$ cat config.mk
export PLATFORM = sky130hd
export DESIGN_NAME = hyperbus_arbiter
export DESIGN_NICKNAME = d
export VERILOG_FILES = /design/src/rtl/hyperbus_pkg.sv /design/src/rtl/hyperbus_rr_pick.sv /design/src/rtl/hyperbus_arbiter.sv
export SDC_FILE = /design/constraint.sdc
export NUM_CORES = 1
export LEC_CHECK = 0
export CAP_MARGIN = 40
export CORE_MARGIN = 1.5
export CORE_UTILIZATION = 38
export CTS_CLUSTER_SIZE = 8
export DETAILED_ROUTE_END_ITERATION = 7
export PLACE_DENSITY = 0.89
export RECOVER_POWER = 100
export REMOVE_ABC_BUFFERS = 1
export SYNTH_ARGS = -nofsm -noshare
export SYNTH_HDL_FRONTEND = slang
export SYNTH_SLANG_ARGS = --single-unit
$ cat constraint.sdc
create_clock -name clk -period 2.1 [get_ports clk]
set_clock_uncertainty 0.15 [all_clocks]
set_input_delay 0.21 -clock clk [delete_from_list [all_inputs] [get_ports clk]]
set_output_delay 0.21 -clock clk [all_outputs]
set_load 0.005 [all_outputs]
$ cat src/rtl/hyperbus_pkg.sv
// Shared definitions for the hyperbus arbiter: FSM state encoding,
// address width and an index-width helper.
package hyperbus_pkg;

  localparam int ADR_W = 32;

  // One-hot state encoding; ERROR is terminal until reset.
  typedef enum logic [3:0] {
    S_IDLE  = 4'b0001,
    S_ISSUE = 4'b0010,
    S_BUSY  = 4'b0100,
    S_ERROR = 4'b1000
  } arb_state_t;

  // Bits needed to index n requesters; never less than 1 so ports stay legal.
  function automatic int clog2(input int n);
    int r;
    r = 0;
    while ((1 << r) < n) r++;
    return (r < 1) ? 1 : r;
  endfunction

endpackage

$ cat src/rtl/hyperbus_rr_pick.sv
// Combinational round-robin picker: the winner is the first active
// request strictly after the pointer, wrapping modulo NREQ.
module hyperbus_rr_pick
  import hyperbus_pkg::*;
#(
  parameter int NREQ = 4,
  parameter int IW   = clog2(NREQ)
) (
  input  logic [NREQ-1:0] req,
  input  logic [IW-1:0]   ptr,
  output logic [NREQ-1:0] gnt,
  output logic [IW-1:0]   idx,
  output logic            any
);

  // Scan NREQ positions starting just after the pointer; first hit wins.
  always_comb begin
    int t;
    // NOTE: every output gets a default before the loop so no path leaves
    // a value unassigned, which would otherwise infer a latch.
    gnt = '0;
    idx = '0;
    any = 1'b0;
    for (int k = 1; k <= NREQ; k++) begin
      t = int'(ptr) + k;
      if (t >= NREQ) t = t - NREQ;
      if (!any && req[t[IW-1:0]]) begin
        any = 1'b1;
        idx = t[IW-1:0];
      end
    end
    if (any) gnt[idx] = 1'b1;
  end

endmodule

$ cat src/rtl/hyperbus_arbiter.sv
// Round-robin arbiter sharing one hyperbus controller between NREQ masters.
// Latches the winner's address/data/strobe, holds the strobe through the
// controller's busy window, returns read data and a done pulse to the owner.
// Optional watchdog: define HBUS_ARB_TIMEOUT_EN to force ERROR when a grant
// lasts TIMEOUT cycles; without it the arbiter waits indefinitely.
module hyperbus_arbiter
  import hyperbus_pkg::*;
#(
  parameter int NREQ    = 4,
  parameter int WIDTH   = 8,
  parameter int TIMEOUT = 255
) (
  input  logic                  clk,
  input  logic                  rstn,
  input  logic [NREQ-1:0]       req_rrq,
  input  logic [NREQ-1:0]       req_wrq,
  input  logic [NREQ*32-1:0]    req_adr,
  input  logic [NREQ*2*WIDTH-1:0] req_dat,
  output logic [NREQ-1:0]       req_gnt,
  output logic [NREQ-1:0]       req_done,
  output logic [2*WIDTH-1:0]    rd_dat,
  output logic [NREQ-1:0]       rd_valid,
  output logic                  err_o,
  output logic [31:0]           hb_adr_o,
  output logic [2*WIDTH-1:0]    hb_dat_o,
  output logic                  hb_rrq_o,
  output logic                  hb_wrq_o,
  input  logic [2*WIDTH-1:0]    hb_dat_i,
  input  logic                  hb_dvalid_i,
  input  logic                  hb_busy_i,
  input  logic                  hb_error_i
);

  localparam int IW = clog2(NREQ);
  localparam int DW = 2 * WIDTH;

  // Reject configurations the watchdog width and picker cannot represent.
  if (NREQ < 2 || NREQ > 8 || TIMEOUT < 1 || TIMEOUT > 65535) begin : g_bad_param
    $error("hyperbus_arbiter: NREQ must be 2..8 and TIMEOUT 1..65535");
  end

  arb_state_t      state;
  logic [IW-1:0]   ptr;
  logic [IW-1:0]   owner;
  logic [NREQ-1:0] active;
  logic [NREQ-1:0] pick_gnt;
  logic [IW-1:0]   pick_idx;
  logic            pick_any;
  logic            wd_expired;

  assign active = req_rrq | req_wrq;

  hyperbus_rr_pick #(
    .NREQ (NREQ),
    .IW   (IW)
  ) u_pick (
    .req (active),
    .ptr (ptr),
    .gnt (pick_gnt),
    .idx (pick_idx),
    .any (pick_any)
  );

`ifdef HBUS_ARB_TIMEOUT_EN
  logic [15:0] wd_cnt;

  // Watchdog: zero while idle (so each grant starts from 0), counts per owned cycle.
  always_ff @(posedge clk or negedge rstn) begin
    if (!rstn) begin
      wd_cnt <= '0;
    end else if (state == S_ISSUE || state == S_BUSY) begin
      wd_cnt <= wd_cnt + 16'd1;
    end else begin
      wd_cnt <= '0;
    end
  end

  // Expiry is flagged one cycle early so ERROR lands exactly TIMEOUT cycles after the grant.
  assign wd_expired = (state == S_ISSUE || state == S_BUSY) && (wd_cnt == 16'(TIMEOUT - 1));
`else
  assign wd_expired = 1'b0;
`endif

  // Arbiter FSM with registered grant, strobes, address/data and pulses.
  always_ff @(posedge clk or negedge rstn) begin
    // NOTE: data registers are reset too; every output must read 0 out of
    // reset, and the controller may sample hb_adr_o/hb_dat_o at any time.
    if (!rstn) begin
      state    <= S_IDLE;
      ptr      <= IW'(NREQ - 1);
      owner    <= '0;
      req_gnt  <= '0;
      req_done <= '0;
      rd_dat   <= '0;
      rd_valid <= '0;
      err_o    <= 1'b0;
      hb_adr_o <= '0;
      hb_dat_o <= '0;
      hb_rrq_o <= 1'b0;
      hb_wrq_o <= 1'b0;
    end else begin
      // NOTE: non-blocking assignments throughout, so every register here
      // updates from the same pre-edge values regardless of statement order.
      req_done <= '0;
      rd_valid <= '0;
      if (hb_error_i || wd_expired) begin
        state    <= S_ERROR;
        err_o    <= 1'b1;
        req_gnt  <= '0;
        hb_rrq_o <= 1'b0;
        hb_wrq_o <= 1'b0;
        hb_adr_o <= '0;
        hb_dat_o <= '0;
      end else begin
        case (state)
          S_IDLE: begin
            if (!hb_busy_i && pick_any) begin
              state    <= S_ISSUE;
              owner    <= pick_idx;
              req_gnt  <= pick_gnt;
              hb_adr_o <= req_adr[ADR_W*pick_idx +: ADR_W];
              hb_dat_o <= req_dat[DW*pick_idx +: DW];
              // Read wins when both are set; the write stays pending.
              hb_rrq_o <= req_rrq[pick_idx];
              hb_wrq_o <= ~req_rrq[pick_idx];
            end
          end
          S_ISSUE: begin
            if (hb_busy_i) state <= S_BUSY;
          end
          S_BUSY: begin
            if (hb_dvalid_i) begin
              rd_dat   <= hb_dat_i;
              rd_valid <= req_gnt;
            end
            if (!hb_busy_i) begin
              state    <= S_IDLE;
              req_done <= req_gnt;
              req_gnt  <= '0;
              hb_rrq_o <= 1'b0;
              hb_wrq_o <= 1'b0;
              hb_adr_o <= '0;
              hb_dat_o <= '0;
              ptr      <= owner;
            end
          end
          S_ERROR: begin
            state <= S_ERROR;
          end
          default: begin
            state <= S_ERROR;
            err_o <= 1'b1;
          end
        endcase
      end
    end
  end

endmodule

==> summary.txt, run 1 <==
status: finished with violations
violations in the final reports: negative setup slack
non-filler cells in the finished layout: 937
slew at the pin closest to its max-slew limit: 1012 ps
Synth Flop Type: sky130_fd_sc_hd__dfrtp_1
maximum vdd drop: 0.5308 mV
count of endpoints failing hold in the final timing report: 0
global-route wire length before repair: 27.02 mm
power density over the cells: 456.5 nW/um^2
number of port buffers: 299
Final setup viols: 4
worst r2r src: ptr[1]
CTS Buffer Depth: 2
required time of the critical path: 2150 ps
wire length per cell after detailed routing: 20.62 um
setup slack of the worst register-to-register path: -30 ps
Critical Path Start: ptr[1]
Die X: 116.1 um
capturing element type of the critical path: flop
last element of the critical path: hb_dat_o[3]
clock insertion delay at the later pin of the skew report: 340 ps
Hold Startpoint: err_o
via count: 5,124
sequential area share after synthesis: 0.4483
main area contributors after synthesis: sky130_fd_sc_hd__dfrtp_1, sky130_fd_sc_hd__mux2i_1, sky130_fd_sc_hd__o221ai_1
synthesis warning total: 0
register share of total power: 0.400
DRC violation count after routing: 0
Max-cap violations: 0
Synth area leader: sky130_fd_sc_hd__dfrtp_1
combinational power share: 0.233
detailed-router iteration count before antenna repair: 4
buffers plus inverters on the worst setup path: 3
DRT Wirelength: 19.32 mm
ratio of routed vias to standard cells: 5.469
Die Y-Extent: 116.1 um
Max Fanout on Critical Path: 7
Worst slew margin: 0.3254
number of standard cells after synthesis: 420
Min-Delay Path Class: flop to flop
total half-perimeter wirelength after legalization and detailed placement: 14.06 mm
count of distinct cell types in the synthesized netlist: 40
top cells by instance count after synthesis: sky130_fd_sc_hd__mux2i_1, sky130_fd_sc_hd__dfrtp_1, sky130_fd_sc_hd__nand3b_1, sky130_fd_sc_hd__o221ai_1, sky130_fd_sc_hd__mux2_2
number of clock buffers inserted by TritonCTS: 9
Setup Crit Path Kind: flop to flop
chain of cells forming the critical path: o21ai_2 -> a21oi_2 -> nand3b_1 -> buf_12 -> buf_12 -> buf_4 -> mux2i_1 -> o221ai_1
number of flops mapped to enable cells by yosys: 0
crit path max-delay cell type: sky130_fd_sc_hd__dfstp_2
clock period minus final worst setup slack: 2133 ps
TritonCTS clock tree: built
# IOs: 300
global placer's final weighted congestion: 0.8503
clock network power share: 0.366
H-tree depth: 3
fraction of post-synthesis cell area in the top cell type by area: 0.4321
crit path DAT: 2190 ps
most frequently used cell type in the post-synthesis netlist: sky130_fd_sc_hd__mux2i_1
CORE AREA: 12,570 um^2
site row count: 41
switching part of the total: 0.2405
Startpoint Class: flop
number of logic stages on the critical path including buffering: 8
Slew Limit Fails: 0
worst-case reg-to-reg path depth: 8
Total Nets Final: 980
number of global-route vias before repair: 5,392
number of antenna violations at the first check in global routing: 0
GRT Resource Usage Total: 0.2648
Lkg Pwr: 0.004030 uW
floorplan die area: 13,490 um^2
# clock sinks: 87
post-synthesis average cell area: 11.58 um^2
Syn-to-layout area delta: 88.86%
cell with the most instances on the worst path: sky130_fd_sc_hd__buf_12
share of post-route cells with drive strength above 1: 0.1911
Clock Root Buffer: sky130_fd_sc_hd__clkbuf_16
global-route congestion overflow total: 0
number of violations reported at the end of detailed-routing iteration 0: 303
RSZ-0062 raised after global routing: yes
Psw: 1009 uW
Internal: 3185 uW
final worst setup slack: -32.96 ps
post-synthesis instance area: 4865 um^2
timing-limited maximum frequency: 468.8 MHz
Hold WS: 321.4 ps
register clock-pin slew on the reported worst setup and hold paths: 60 ps
pin count of the biggest net entering global routing: 54
Yosys reg bits: 87
Starting Density: 0.3871
critical path's top delay family: flip-flops
Final Cycle Share: 1.016
endpoint of the lowest-slack register-to-register path: hb_dat_o[3]
placed cell count: 907
crit-path max cell delay: 580 ps
share of flip-flops with an asynchronous set or reset: 1.000
count of nets left with antenna violations after detail routing: 0
repair_timing:
item                                    4_1_cts  5_1_grt
hold buffers                                  1        0
resized for setup                            18       63
gates cloned                                  2        1
hold endpoints to repair                     33        0
pin swaps                                     5       21
endpoints found under the setup margin       49       50
buffers inserted                              7        3
power groups by stage:
stage	clock (uW)	sequential, uW	combinational (uW)
after floorplan	0	1710	280
after global placement	0	1710	805
after detailed placement	0	1710	822
after CTS	1570	1680	879
after global routing	1650	1680	1030
final	1540	1680	978
cell usage in the layout (no fill, tap or decap), types with 4 or more instances in the layout:
cell type	instances
sky130_fd_sc_hd__clkdlybuf4s50_1	217
sky130_fd_sc_hd__dfrtp_1	84
sky130_fd_sc_hd__dlygate4sd3_1	80
sky130_fd_sc_hd__mux2i_1	69
sky130_fd_sc_hd__nand3b_1	50
sky130_fd_sc_hd__o221ai_1	42
sky130_fd_sc_hd__buf_4	28
sky130_fd_sc_hd__mux2i_2	17
sky130_fd_sc_hd__mux2_2	17
sky130_fd_sc_hd__nor2_1	14
sky130_fd_sc_hd__buf_12	13
sky130_fd_sc_hd__buf_6	13
sky130_fd_sc_hd__mux2i_4	11
sky130_fd_sc_hd__clkbuf_16	10
sky130_fd_sc_hd__nor3_1	9
sky130_fd_sc_hd__o221ai_2	8
sky130_fd_sc_hd__inv_1	7
sky130_fd_sc_hd__nand2_1	6
sky130_fd_sc_hd__o21ai_0	5
sky130_fd_sc_hd__nand3_1	4
sky130_fd_sc_hd__clkbuf_2	4
metrics by stage:
| step | worst slack (ps) | utilization | instance area (um^2) | total power [uW] | TNS, ps |
|---|---|---|---|---|---|
| after floorplan | -3467 | - | 4644 | 1991 | -181080 |
| after global placement | -276.2 | 0.6659 | 8369 | 2515 | -13260 |
| after detailed placement | -430.4 | 0.6659 | 8369 | 2533 | -19430 |
| after CTS | -54.70 | 0.7046 | 8856 | 4126 | -311.7 |
| after global routing | -111.0 | 0.7308 | 9185 | 4360 | -1971 |
| final | -32.96 | 0.7310 | 9188 | 4194 | -90.60 |
registers in the layout, indices dropped and copies added (netlist names):
signal    count
hb_adr_o     32
hb_dat_o     16
rd_dat       16
rd_valid      4
req_done      4
req_gnt       4
state         4
owner         2
ptr           2
err_o         1
hb_rrq_o      1
hb_wrq_o      1
per-layer routing:
layer,wire (um),track usage,vias up
met3,1693,0.09341,48
met1,6799,0.2724,2506
met5,0,0,-
met2,10200,0.4925,256
met4,627,0.1008,0
li1,-,-,2314
cell type report:
cell class,count,area (um^2)
diodes,1,2.502
fillers,832,3381
well taps,172,215.2
flip-flops and latches,87,2181
repair buffers,364,3740
inverters,7,26.28
clock inverters,4,30.03
multi-input cells,290,2736
clock buffers,12,256.5
how the worst min path moves through the flow:
stage                       end  slack (ps)  cells after the start
floorplan                 err_o        -240                      0
global placement     rd_dat[13]          50                      1
detailed placement  req_done[0]          70                      1
CTS                 req_done[1]         240                      2
global route         rd_dat[14]         320                      2
finish                    err_o         320                      1
cell families after synthesis:
group,share of synthesized area
multiplexers,0.2389
XOR/XNOR,0.003601
buffers and inverters,0.05067
AND/OR/NAND/NOR,0.1299
AO/OA/AOI/OAI,0.1286
flip-flops,0.4483
No activity file was read; power rests on OpenSTA's default activity.
==> run 2, diff against run 1 <==
==> constraint.sdc (replaced) <==
create_clock -name clk -period 2.1 [get_ports clk]
set_clock_uncertainty 0.15 [all_clocks]
set_input_delay 0.525 -clock clk [delete_from_list [all_inputs] [get_ports clk]]
set_output_delay 0.525 -clock clk [all_outputs]
set_load 0.005 [all_outputs]
==> summary.txt, run 2 (synthesis gave the netlist of run 1 again) <==
ratio of routed vias to standard cells: 5.526
non-filler cells in the finished layout: 939
DRC violation count after routing: 0
Die Y-Extent: 116.1 um
CTS Buffer Depth: 2
Min-Delay Path Class: flop to flop
cell with the most instances on the worst path: sky130_fd_sc_hd__buf_4
RSZ-0062 raised after global routing: yes
via count: 5,189
Die X: 116.1 um
CORE AREA: 12,570 um^2
Startpoint Class: input pin
number of flip-flops under the largest register name: 32
number of antenna violations at the first check in global routing: 0
hold path depth: 2
H-tree depth: 3
detailed-router iteration count before antenna repair: 4
Lkg Pwr: 0.004089 uW
Final setup viols: 0
Clock Root Buffer: sky130_fd_sc_hd__clkbuf_16
Sum Neg Setup Slack: 0 ps
count of nets left with antenna violations after detail routing: 0
crit path DAT: 2160 ps
Final Cycle Share: 0.9957
DRT Wirelength: 19.98 mm
Total Power: 4391 uW
Total Nets Final: 982
placed cell count: 908
timing-limited maximum frequency: 478.2 MHz
number of clock buffers inserted by TritonCTS: 9
capturing element type of the critical path: flop
clock insertion delay at the later pin of the skew report: 330 ps
total half-perimeter wirelength after legalization and detailed placement: 14.05 mm
# clock sinks: 87
count of endpoints failing hold in the final timing report: 0
crit-path max cell delay: 330 ps
crit path max-delay cell type: sky130_fd_sc_hd__nor4_4
register clock-pin slew on the reported worst setup and hold paths: 60 ps
Slew Limit Fails: 0
most used cells in the layout excluding fill and tap cells: sky130_fd_sc_hd__clkdlybuf4s50_1, sky130_fd_sc_hd__dfrtp_1, sky130_fd_sc_hd__dlygate4sd3_1
wire length per cell after detailed routing: 21.28 um
Worst slew margin: 0.1888
worst-case reg-to-reg path depth: 8
required time of the critical path: 2170 ps
global placer's final weighted congestion: 0.8621
Hold WS: 337.0 ps
TritonCTS clock tree: built
site row count: 41
floorplan die area: 13,490 um^2
Top Registers: hb_adr_o (32), hb_dat_o (16), rd_dat (16)
share of post-route cells with drive strength above 1: 0.2428
global-route congestion overflow total: 0
commonest non-fill, non-tap cell in the layout: sky130_fd_sc_hd__clkdlybuf4s50_1
maximum vdd drop: 0.3992 mV
number of port buffers: 299
# IOs: 300
Max Fanout on Critical Path: 4
Starting Density: 0.3871
Setup WS pre-CTS: -727.9 ps
final worst setup slack: 9.004 ps
pin count of the biggest net entering global routing: 88
chain of cells forming the critical path: buf_2 -> nor4_4 -> o22ai_2 -> a221oi_2 -> buf_4 -> buf_4 -> nor2_1 -> a221o_1
Max-cap violations: 0
Setup Crit Path Kind: input pin to flop
Syn-to-layout area delta: 93.78%
number of global-route vias before repair: 5,409
register ranked first by flip-flop count: hb_adr_o
power density over the cells: 465.8 nW/um^2
count of filler cells inserted in the layout: 792
number of violations reported at the end of detailed-routing iteration 0: 338
clock period minus final worst setup slack: 2091 ps
global-route wire length before repair: 27.99 mm
slew at the pin closest to its max-slew limit: 1217 ps
status: complete, no violations
GRT Resource Usage Total: 0.2749
run 2: what timing repair did:
| action | 4_1_cts | 5_1_grt |
|---|---|---|
| hold buffers | 0 | 0 |
| buffers inserted | 10 | 1 |
| setup endpoints to repair | 56 | 51 |
| pin swaps | 9 | 23 |
| gates cloned | 4 | 1 |
| resized for setup | 63 | 80 |
| endpoints found under the hold margin | 0 | 0 |
run 2: per-layer routing:
| metal | global-route usage | vias to the layer above | share of wire |
|---|---|---|---|
| met3 | 0.07732 | 65 | 0.078 |
| met2 | 0.4922 | 274 | 0.52 |
| met5 | 0 | - | 0 |
| met4 | 0.1528 | 0 | 0.045 |
| met1 | 0.2918 | 2532 | 0.35 |
| li1 | - | 2318 | - |
run 2: final cells by class:
type,count,area (um^2),share of cell area
antenna,1,2.502,0.0002655
clock buffer,9,225.2,0.02389
clock inverter,7,97.59,0.01035
inverter,7,26.28,0.002787
multi-input combinational,290,2928,0.3106
sequential,87,2181,0.2314
tap,172,215.2,0.02283
timing repair buffer,366,3751,0.3979
run 2: worst max-delay path: cells and delay by family:
| family | cells | cell delay (ps) |
|---|---|---|
| compound gates | 3 | 760 |
| simple gates | 2 | 400 |
| buf+inv | 3 | 470 |
run 2: metrics by stage:
stage / utilization / cell area [um^2]
after floorplan: - / 4644
after global placement: 0.6665 / 8377
after detailed placement: 0.6665 / 8377
after CTS: 0.7243 / 9104
after global routing: 0.7498 / 9424
final: 0.7500 / 9427
run 2: power breakdown:
part / total, uW / internal (uW) / switching, uW / leakage (uW)
Clock: 1720 / 1040 / 674 / 0.000152
Combinational: 994 / 634 / 360 / 0.00274
Sequential: 1680 / 1680 / 1.18 / 0.00119
run 2: worst paths after layout:
kind / start / end / slack (ps)
worst min-delay path: owner[1] / owner[1] / 340
worst max-delay path: req_rrq[0] / hb_wrq_o / 9
worst max register to register: ptr[1] / hb_adr_o[18] / 9
worst min register to register: owner[1] / owner[1] / 340
min in group asynchronous: rstn / req_done[0] / 420
max in group asynchronous: rstn / hb_dat_o[2] / 610
==> RTL edit 1: new RTL, settings of run 1 <==
Register the output `err_o` once more, without a reset; this adds one clock of latency there. The other outputs are not delayed to match.
--- a/src/rtl/hyperbus_arbiter.sv
+++ b/src/rtl/hyperbus_arbiter.sv
@@ -35,2 +35,4 @@
   localparam int DW = 2 * WIDTH;
+
+  logic err_s0;
 
@@ -95,3 +97,3 @@
       rd_valid <= '0;
-      err_o    <= 1'b0;
+      err_s0   <= 1'b0;
       hb_adr_o <= '0;
@@ -107,3 +109,3 @@
         state    <= S_ERROR;
-        err_o    <= 1'b1;
+        err_s0   <= 1'b1;
         req_gnt  <= '0;
@@ -151,3 +153,3 @@
             state <= S_ERROR;
-            err_o <= 1'b1;
+            err_s0 <= 1'b1;
           end
@@ -158,2 +160,6 @@
 
+  always_ff @(posedge clk) begin
+    err_o <= err_s0;
+  end
+
 endmodule
Check against the original RTL: not equivalent (a bounded check fails within 4 cycles, from zero or initial values and one cycle with rstn low).
==> RTL edit 1 against run 1 <==
Sequential cell count up 1; cell area down 1.6%; total power up 5.1%; the run still ends with setup timing left; largest power group is now the clock network; wire length down 2.0%; worst setup slack worse by 41 ps; fmax down 1.9%; critical endpoint is now hb_dat_o[8]; area after synthesis up 0.54%.
==> RTL edit 1: results (changes against run 1) <==
Outcome
  • Run status: finished with violations
  • Violated checks: setup timing

Worst setup path
  • Arrival @ worst endpoint: 2230 ps (+40 ps)
  • Critical path destination: hb_dat_o[8]
  • Logic depth of the worst register-to-register path: 7 (-1)
  • Max Fanout on Critical Path: 8 (+1)

Detailed routing
  • Via density per instance: 5.45 (-0.35%)
  • Detail Route met2 WL: 9750 um (-4.4%)
  • Wire length the detailed router placed on met1: 6570 um (-3.4%)
  • Met3 wirelength from detailed routing: 1850 um (+9.5%)
  • Number of DRC violations after detailed-routing iteration 0: 322 (+6.3%)
  • Total wire length after detailed routing: 18900 um (-2.0%)

Timing
  • Worst rel slew slack: 19.6% (-13 points)
  • Setup-violating endpoint count in the final report: 34 (+30)
  • Aggregate negative setup slack: -1040 ps (-950 ps)
  • Worst setup slack after layout: -74.1 ps (-41.1 ps)

GRT
  • Gr usage total: 25.0% (-1.4 points)
  • First-pass GRT wire length: 26000 um (-3.8%)
  • Pin count of the biggest net entering global routing: 54 (unchanged)
  • Number of antenna violations at the first check in global routing: 1 (+1)
  • Number of global-route vias before repair: 5246 (-2.7%)

Yosys
  • Distinct cells, synth: 41 (+2.5%)
  • Proportion of register bits with asynchronous set or reset after synthesis: 98.9% (-1.1 points)
  • Biggest area contributors in the synthesized netlist: dfrtp_1, mux2i_1, o221ai_1
  • Number of synthesized register bits: 88 (+1.1%)
  • Portion of the post-synthesis area used by sequential elements: 45.0% (+0.17 points)

Power
  • Leakage Power: 3.97 nW (-1.5%)
  • Largest vdd supply drop: 0.546 mV (+2.9%)

Clocking
  • Clk buf depth: 2 (unchanged)

Final layout
  • Largest registers: hb_adr_o (32), hb_dat_o (16), rd_dat (16)
  • Fraction of final layout cells sized beyond drive strength 1: 17.7% (-1.4 points)
  • Final #Nets: 971 (-0.92%)

Place
  • Post-detailed-placement cell area: 0.00833 sq mm (-0.51%)
  • Last weighted congestion value of the routability-driven placer: 0.899 (+5.7%)
  • Half-perimeter wire length of the detailed placement result: 13600 um (-3.4%)

Hold path
  • Hold Path Cell Cnt: 0 (-1)
-- RTL edit 1: worst min path at each step --
stage / from / endpoint / slack, ps
finish: err_s0 / err_o / 220
global route: err_s0 / err_o / 240
CTS: err_s0 / err_o / 230
detailed placement: rstn / req_done[0] / 120
global placement: rstn / req_done[2] / 100
floorplan: rstn / err_s0 / -240
-- RTL edit 1: repair_timing --
| action | CTS | global route |
|---|---|---|
| gates resized for setup | 9 | 61 |
| endpoints found under the setup margin | 28 | 51 |
| hold endpoints to repair | 43 | 0 |
| pin swaps | 0 | 11 |
| buffers inserted | 3 | 2 |
| cloned | 0 | 2 |
| hold buffers | 1 | 0 |
-- RTL edit 1: routing by layer --
layer | track usage (%) | vias to the layer above
met5 | 0 | -
li1 | - | 2275
met1 | 27.0 | 2452
met4 | 12.3 | 0
met2 | 44.4 | 270
met3 | 8.04 | 60
-- RTL edit 1: cell type report --
| cell class | count | area [sq um] |
|---|---|---|
| Antenna cell | 1 | 2.50 |
| Clock buffer | 11 | 253 |
| Clock inverter | 5 | 78.8 |
| Fill cell | 832 | 3530 |
| Inverter | 7 | 26.3 |
| Multi-Input combinational cell | 290 | 2700 |
| Sequential cell | 88 | 2200 |
| Tap cell | 172 | 215 |
| Timing Repair Buffer | 354 | 3560 |
-- RTL edit 1: kinds of logic (layout without fill, tap and decap cells) --
group | Yosys count | in the layout | share of synthesized area, %
XOR/XNOR | 2 | 2 | 0.358
flip-flops | 88 | 88 | 45.0
multiplexers | 114 | 114 | 23.8
AND/OR/NAND/NOR | 99 | 99 | 12.9
AO/OA/AOI/OAI | 75 | 75 | 12.8
other | 0 | 1 | 0
buffers and inverters | 43 | 377 | 5.17
-- RTL edit 1: metrics by stage --
step           setup WS, ps  std cells
2_1_floorplan         -3470        385
3_3_place_gp           -239        903
3_5_place_dp           -333        903
4_1_cts               -51.7        923
5_1_grt                -129        927
6_report              -74.1        928
-- RTL edit 1: critical path, delay by kind of cell (launching register included) --
family	cells	cell delay (ps)
flops	1	590
compound gates	3	420
buf+inv	2	380
mux	1	260
simple gates	1	230
-- RTL edit 1: power breakdown --
group	total [mW]	internal [mW]	switching, mW
clock network	1.78	1.11	0.676
registers	1.70	1.70	0.00135
logic	0.929	0.600	0.329
==> RTL edit 2: new RTL, config.mk and constraints of run 1 <==
Without the edit above. `NREQ` is set to 4 in 2 places; all go to 3.
--- a/src/rtl/hyperbus_rr_pick.sv
+++ b/src/rtl/hyperbus_rr_pick.sv
@@ -5,3 +5,3 @@
 #(
-  parameter int NREQ = 4,
+  parameter int NREQ = 3,
   parameter int IW   = clog2(NREQ)
--- a/src/rtl/hyperbus_arbiter.sv
+++ b/src/rtl/hyperbus_arbiter.sv
@@ -8,3 +8,3 @@
 #(
-  parameter int NREQ    = 4,
+  parameter int NREQ    = 3,
   parameter int WIDTH   = 8,
Ports: changed (7 resized); port bits go from 300 to 247. No check against the original RTL was run, so the function may have changed too.
==> RTL edit 2 against run 1 <==
The run still ends with setup timing left; wire length fell by 15%; die area is 12% lower; cell area is 13% lower; synthesized cell count fell by 8.3%; worst setup slack got worse by 410 ps; total power decreased by 21%; critical path depth increased by 3; clock power fell by 32%; non-clock buffer count fell by 59; sequential power decreased by 4%; area after synthesis down 12%; sequential cell count fell by 3; largest cell class unchanged.
==> RTL edit 2: results (changes against run 1) <==
Yosys
  • Distinct cells, synth: 47 (+18%)
  • Portion of the post-synthesis area used by sequential elements: 49.4% (+4.5 points)
  • Biggest area contributors in the synthesized netlist: dfrtp_1, mux2i_1, a22oi_1
  • Gate Count Post-Synth: 385 (-8.3%)
  • Proportion of register bits with asynchronous set or reset after synthesis: 100% (unchanged)
  • Leading post-synthesis cells by instance count: dfrtp_1, mux2i_1, o21ai_1

Place
  • Number of port buffers: 246 (-18%)
  • Cell count after placement: 787 (-13%)
  • Post-detailed-placement cell area: 0.00718 sq mm (-14%)
  • Last weighted congestion value of the routability-driven placer: 0.868 (+2.1%)
  • Half-perimeter wire length of the detailed placement result: 11300 um (-19%)
  • Post-placement worst setup slack: -609 ps (-179 ps)

GRT
  • Pin count of the biggest net entering global routing: 43 (-20%)
  • Gr usage total: 26.1% (-0.40 points)
  • First-pass GRT wire length: 23500 um (-13%)
  • Number of global-route vias before repair: 4794 (-11%)

Power
  • Largest vdd supply drop: 0.236 mV (-56%)
  • Ratio of total power to cell area: 418 mW/mm^2 (-8.5%)
  • Clock power share: 31.5% (-5.1 points)
  • Combinational Power Share: 19.9% (-3.4 points)
  • Final total power: 3.33 mW (-21%)
  • Leakage Power: 3.57 nW (-11%)
  • Net switching component of the power: 0.823 mW (-18%)

Clocking
  • Clock root buffer: clkbuf_8
  • H-tree Lvls: 3 (unchanged)
  • Insertion delay of the later-clocked pin in the worst-skew pair: 360 ps (+20 ps)
  • Clock transition at the registers of the reported paths: 90 ps (+30 ps)
  • Post-CTS repair timing setup buffer count: 5 (-2)
  • Number of CTS-inserted buffers: 9 (unchanged)
  • Post-CTS resize count: 55 (+37)

Hold path
  • Worst hold path startpoint: req_adr[91]
  • Hold Path Cell Cnt: 3 (+2)
  • Class of the tightest hold or removal check: primary input to flip-flop
  • Terminating pin of the worst hold path: hb_adr_o[27]

Outcome
  • Violated checks: setup timing
  • Run status: finished with violations

Final layout
  • Fraction of final layout cells sized beyond drive strength 1: 22.5% (+3.4 points)
  • Layout fillers: 717 (-14%)
  • Antenna diode count: 0 (-1)
  • Reg with most FFs: hb_adr_o
  • Final #Nets: 851 (-13%)

Worst setup path
  • Reg-to-Reg End: hb_adr_o[11]
  • Slowest CP cell: dfstp_2
  • Logic depth of the worst register-to-register path: 11 (+3)
  • Cell family with the largest share of critical-path delay: compound AO/OA/AOI/OAI gates
  • Slowest Stage Delay on Critical Path: 550 ps (-30 ps)
  • Critical path destination: hb_adr_o[11]
  • Max Fanout on Critical Path: 5 (-2)
  • Arrival @ worst endpoint: 2630 ps (+440 ps)

Timing
  • Worst-Margin Slew: 831 ps (-181 ps)
  • Setup-violating endpoint count in the final report: 57 (+53)
  • Hold WS: 290 ps (-31.7 ps)
  • Aggregate negative setup slack: -21020 ps (-20930 ps)
  • Worst setup slack after layout: -444 ps (-411 ps)

Detailed routing
  • Via density per instance: 5.42 (-0.82%)
  • DR pass1 iterations: 4 (unchanged)
  • Number of DRC violations after detailed-routing iteration 0: 210 (-31%)
  • DR vias: 4453 (-13%)
  • Wire length per cell: 20.1 um (-2.5%)
-- RTL edit 2: layer usage --
metal,vias up,part of all wire (%),global-route usage [%]
li1,1998,-,-
met1,2165,36,27.2
met2,234,52,48.2
met3,56,7.8,6.52
met4,0,4.0,13.2
met5,-,0,0
-- RTL edit 2: area by class of cell --
class | instances | area share [%]
Clock inverter | 4 | 0.314
Inverter | 8 | 0.376
Tap cell | 140 | 2.20
Timing Repair Buffer | 305 | 40.1
Clock buffer | 12 | 1.82
Sequential cell | 84 | 26.4
Multi-Input combinational cell | 268 | 28.9
-- RTL edit 2: logic make-up (layout without fill, tap and decap cells) --
family / count (synthesis) / count (layout) / synth area share (%)
buffers and inverters: 33 / 329 / 4.28
adders and majority gates: 4 / 4 / 1.17
and+or+nand+nor: 77 / 77 / 8.51
muxes: 66 / 66 / 16.0
xor gates and xnor gates: 4 / 4 / 0.822
DFF: 84 / 84 / 49.4
AOI/OAI and AO/OA: 117 / 117 / 19.9
